==> config.mk <==
export PLATFORM = sky130hd
export DESIGN_NAME = mem_port_arbiter
export DESIGN_NICKNAME = d
export VERILOG_FILES = /design/src/rtl/mem_port_arbiter.sv
export SDC_FILE = /design/constraint.sdc
export NUM_CORES = 1
export LEC_CHECK = 0
export ABC_AREA = 0
export BUFFER_PORTS_ARGS = -buffer_cell sky130_fd_sc_hd__buf_2
export CELL_PAD_IN_SITES_DETAIL_PLACEMENT = 2
export CELL_PAD_IN_SITES_GLOBAL_PLACEMENT = 2
export CORE_UTILIZATION = 11
export CTS_BUF_LIST = sky130_fd_sc_hd__clkbuf_8 sky130_fd_sc_hd__clkbuf_16
export DETAILED_ROUTE_END_ITERATION = 8
export MAX_ROUTING_LAYER = met4
export PLACE_DENSITY_LB_ADDON = 0.08
export SETUP_SLACK_MARGIN = 0.5
export SLEW_MARGIN = 15
export SYNTH_ARGS = -nofsm -noshare
export SYNTH_HDL_FRONTEND = slang
export SYNTH_SLANG_ARGS = --single-unit
==> constraint.sdc <==
create_clock -name clk -period 2.1 [get_ports clk]
set_input_delay 0.21 -clock clk [delete_from_list [all_inputs] [get_ports clk]]
set_output_delay 0.21 -clock clk [all_outputs]
set_load 0.01 [all_outputs]
==> src/rtl/mem_port_arbiter.sv <==
// mem_port_arbiter: shares one sram-like memory port between the fetch (I)
// and data (D) requesters. Data wins when both ask; a requester that has been
// presented stays locked until its address handshake completes. Accepted
// transactions record their owner in an in-order ID FIFO so each in-order
// response is steered back to the requester that issued it.
module mem_port_arbiter #(
   parameter int MAX_OUTSTANDING = 4
) (
   input  logic                                 clk,
   input  logic                                 resetn,
   // fetch requester
   input  logic                                 inst_req,
   input  logic                                 inst_wr,
   input  logic [1:0]                           inst_size,
   input  logic [3:0]                           inst_wstrb,
   input  logic [31:0]                          inst_addr,
   input  logic [31:0]                          inst_wdata,
   output logic                                 inst_addr_ok,
   output logic                                 inst_data_ok,
   output logic [31:0]                          inst_rdata,
   // data requester
   input  logic                                 data_req,
   input  logic                                 data_wr,
   input  logic [1:0]                           data_size,
   input  logic [3:0]                           data_wstrb,
   input  logic [31:0]                          data_addr,
   input  logic [31:0]                          data_wdata,
   output logic                                 data_addr_ok,
   output logic                                 data_data_ok,
   output logic [31:0]                          data_rdata,
   // downstream port
   output logic                                 mem_req,
   output logic                                 mem_wr,
   output logic [1:0]                           mem_size,
   output logic [3:0]                           mem_wstrb,
   output logic [31:0]                          mem_addr,
   output logic [31:0]                          mem_wdata,
   input  logic                                 mem_addr_ok,
   input  logic                                 mem_data_ok,
   input  logic [31:0]                          mem_rdata,
   // status
   output logic [$clog2(MAX_OUTSTANDING+1)-1:0] outstanding_cnt,
   output logic                                 err_spurious
);

   localparam int PTR_W = $clog2(MAX_OUTSTANDING);
   localparam int CNT_W = $clog2(MAX_OUTSTANDING+1);

   typedef enum logic [1:0] {S_IDLE, S_HOLD_I, S_HOLD_D} state_t;

   state_t                     r_state;
   logic [MAX_OUTSTANDING-1:0] r_fifo;     // owner IDs: 0 = I, 1 = D
   logic [PTR_W-1:0]           r_wr_ptr;
   logic [PTR_W-1:0]           r_rd_ptr;
   logic [CNT_W-1:0]           r_cnt;
   logic                       r_err;

   logic w_sel_i;
   logic w_sel_d;
   logic w_sel_req;
   logic w_full;
   logic w_empty;
   logic w_accept;
   logic w_pop;
   logic w_head;

   // Selection: a locked owner keeps the port; otherwise data beats fetch.
   always_comb begin
      w_sel_i = 1'b0;
      w_sel_d = 1'b0;
      case (r_state)
         S_HOLD_I: w_sel_i = 1'b1;
         S_HOLD_D: w_sel_d = 1'b1;
         default: begin
            w_sel_d = data_req;
            w_sel_i = ~data_req & inst_req;
         end
      endcase
   end

   assign w_full    = (r_cnt == CNT_W'(MAX_OUTSTANDING));
   assign w_empty   = (r_cnt == '0);
   // A locked owner that drops req presents nothing until it reasserts.
   assign w_sel_req = (w_sel_i & inst_req) | (w_sel_d & data_req);
   assign mem_req   = w_sel_req & ~w_full;
   assign w_accept  = mem_req & mem_addr_ok;

   // Request field mux; fields are zero when nobody is selected.
   always_comb begin
      mem_wr    = 1'b0;
      mem_size  = 2'd0;
      mem_wstrb = 4'd0;
      mem_addr  = 32'd0;
      mem_wdata = 32'd0;
      if (w_sel_d) begin
         mem_wr    = data_wr;
         mem_size  = data_size;
         mem_wstrb = data_wstrb;
         mem_addr  = data_addr;
         mem_wdata = data_wdata;
      end else if (w_sel_i) begin
         mem_wr    = inst_wr;
         mem_size  = inst_size;
         mem_wstrb = inst_wstrb;
         mem_addr  = inst_addr;
         mem_wdata = inst_wdata;
      end
   end

   assign inst_addr_ok = w_accept & w_sel_i;
   assign data_addr_ok = w_accept & w_sel_d;

   // Responses return in order; the FIFO head names the requester.
   assign w_pop        = mem_data_ok & ~w_empty;
   assign w_head       = r_fifo[r_rd_ptr];
   assign inst_data_ok = w_pop & ~w_head;
   assign data_data_ok = w_pop & w_head;
   assign inst_rdata   = mem_rdata;
   assign data_rdata   = mem_rdata;

   assign outstanding_cnt = r_cnt;
   assign err_spurious    = r_err;

   // Ownership: lock whatever was selected unless its handshake completed.
   always_ff @(posedge clk or negedge resetn) begin
      if (!resetn)       r_state <= S_IDLE;
      else if (w_accept) r_state <= S_IDLE;
      else if (w_sel_d)  r_state <= S_HOLD_D;
      else if (w_sel_i)  r_state <= S_HOLD_I;
      else               r_state <= S_IDLE;
   end

   // Owner-ID FIFO; count is kept apart from the pointers to tell full from empty.
   always_ff @(posedge clk or negedge resetn) begin
      if (!resetn) begin
         r_fifo   <= '0;
         r_wr_ptr <= '0;
         r_rd_ptr <= '0;
         r_cnt    <= '0;
      end else begin
         if (w_accept) begin
            r_fifo[r_wr_ptr] <= w_sel_d;
            r_wr_ptr         <= r_wr_ptr + PTR_W'(1);
         end
         if (w_pop) r_rd_ptr <= r_rd_ptr + PTR_W'(1);
         case ({w_accept, w_pop})
            2'b10:   r_cnt <= r_cnt + CNT_W'(1);
            2'b01:   r_cnt <= r_cnt - CNT_W'(1);
            default: r_cnt <= r_cnt;
         endcase
      end
   end

   // Sticky flag for a response that nobody is waiting for.
   always_ff @(posedge clk or negedge resetn) begin
      if (!resetn)                     r_err <= 1'b0;
      else if (mem_data_ok && w_empty) r_err <= 1'b1;
   end

endmodule

==> qor.yml <==
outcome: "finished, violations left"
violations: "setup timing"
end_kind: "output pin"
grt_max_degree: 30
cts_root_buf: "clkbuf_16"
die_h_um: 140
synth_warnings: 0
layout.cells.non_filler: 643
hold_path_class: "primary input to register"
slowest_delay_ps: 410
die_area_um2: 19700
fin_area_um2: 3640
peakVddDrop_v: 0.000354
whs_ps: 185
synth_common_cells: "71 x a22o_1, 64 x buf_4, 14 x dfrtp_1, 11 x buf_6, 10 x inv_1"
worst_pin_slew_ps: 502
crit_path_max_fanout: 15
setup-violations-final: 72
synth_cell_types: 31
synth-edff-count: 0
clkLatencyLatePin_ps: 250
wirelength_um: 11600
fin_tns_setup_ps: -2780
final_nets: 598
synthesis.area_um2: 2100
synth_area_leaders: "a22o_1 30%, buf_4 23%, dfrtp_1 17%, buf_6 5.9%, ha_1 4.2%"
reg2reg_depth: 12
vias_per_cell: 3.82
placed_area_um2: 3060
hold_viol: 0
clock.fmax_mhz: 458
top_layer_used: "met4"
clock-sinks: 14
cp-start-kind: "register"
cp.arrival_ps: 1970
synthArstFlopShare_pct: 100
yosysTopAreaCell: "a22o_1"
cellPowerDensity_nw_per_um2: 1410
avgRoutedWirePerCell_um: 18.0
min_path_cells: 2
first_global_vias: 2660
drv_slew: 0
synth_top_area_share_pct: 29.6
cts_tree: "built"
synth-simple-area-share_pct: 4.10
ant_nets: 0
drtPass1Iterations: 4
ioPinCount: 324
critPathKind: "register to output pin"
wl_met2_um: 6310
m1WireLength_um: 4330
syn_area_per_cell_um2: 9.39
hpwl_um: 8950
seq_area_frac_synth_pct: 16.7
finalClockSkew_ps: 2.90
antenna_found_initial: 0
utilization_pct: 19.5
worstPathCellList: "ha_4, mux2_4, buf_16, a22o_1, buf_2"
post-route-min-period_ps: 2180
relSlewSlack_pct: 66.5
start_util_pct: 11.2
core_area_um2: 18700
cap_violations: 0
drc: 0
cp_slowest_cell: "dfrtp_1"
num_rows: 50
grtUsageTotal_pct: 11.2
crit_family: "flip-flops"
clk_pin_slew_ps: 50
synth_top_family_by_area: "compound AO/OA/AOI/OAI gates"
fill_cells: 2181
finalCritPeriodShare_pct: 104
synth_compound_area_share_pct: 35.5
synthMuxAreaShare_pct: 4.64
vias: 2456
numCtsBuffers: 3
grt_first_pass_wirelength_um: 16300
critical_path_required_ps: 1890
ys_seq_elements: 14
syn_inst: 224
antenna_cells: 0
rsz0062_at_grt: "true"
cp.depth: 5
synthAdderAreaFrac_pct: 5.12
drive_gt1_share_pct: 70.9
syn2layout_area_growth_pct: 73.1
place_ws_ps: 35.2
synth_nets: 412
dr_wl_met3_um: 885
timing.final.ws_setup_ps: -82.5
drt_iter0_markers: 53
placedCellCount: 617
synth-xor-area-share_pct: 2.50
power_leakage_nw: 1.91
htreeDepth: 1
io_buffers: 227
crit_buf_inv: 2
die_w_um: 140
finalPower_mw: 5.12
yosysMostFrequentCell: "a22o_1"
cts.path.max_buffers: 2
place.gp.congestion: 0.680
grt_overflow_total: 0
synth_ff_type: "dfrtp_1"
## path summary, 6_finish.rpt
check,startpoint,slack (ps),end
worst min register to register,err_spurious,460,err_spurious
worst max register to register,r_state[0],-40,outstanding_cnt[2]
worst max-delay path,r_state[1],-80,mem_addr[3]
min in group asynchronous,resetn,410,r_wr_ptr[0]
max in group asynchronous,resetn,1430,r_fifo[0]
worst min-delay path,mem_data_ok,180,err_spurious
## registers in the layout, summed over array words and instances, names as in the netlist
signal           cells
err_spurious         1
r_wr_ptr             2
r_rd_ptr             2
r_fifo               4
r_state              2
outstanding_cnt      3
## layer usage
layer  vias to the layer above  track usage [%]
li1                       1133                -
met1                      1168             11.9
met2                       147             21.6
met3                         8             2.43
met4                         0             1.21
met5                         -                -
## power by group
group          internal [mW]  leakage (nW)  switching (mW)  total (mW)
Sequential             0.404         0.167           0.110       0.514
Clock                  0.289        0.0442           0.121       0.411
Combinational           2.22          1.70            1.97        4.19
## cell usage in the layout, fill, tap and decap left out, types with 6 or more instances in the layout
cell type	Yosys	layout
nand2_1	6	6
buf_12	0	6
inv_1	10	7
dfrtp_1	14	14
buf_4	64	11
buf_6	11	20
a22o_1	71	71
buf_2	4	216
## cell type report
cell class | instances | area (um^2) | share of cell area [%]
timing repair buffer | 260 | 1670 | 45.8
inverter | 10 | 37.5 | 1.03
tap | 234 | 293 | 8.04
clock buffer | 4 | 88.8 | 2.44
multi-input combinational | 121 | 1200 | 33.0
sequential | 14 | 350 | 9.62
## repair_timing
action                                  in CTS  in global routing
buffers inserted                            12                  4
endpoints found under the setup margin      85                 87
gates resized for setup                     36                 11
hold endpoints to repair                    14                  0
hold buffers                                 1                  0
gates cloned                                 3                  2
pin swaps                                   10                 14
## logic make-up after synthesis
| kind of cell | count (synthesis) |
|---|---|
| flops | 14 |
| mux | 7 |
| xor+xnor | 6 |
| buf+inv | 89 |
| compound gates | 85 |
| fa+ha+maj | 8 |
| simple gates | 15 |
Power figures use the tool's default switching activity.
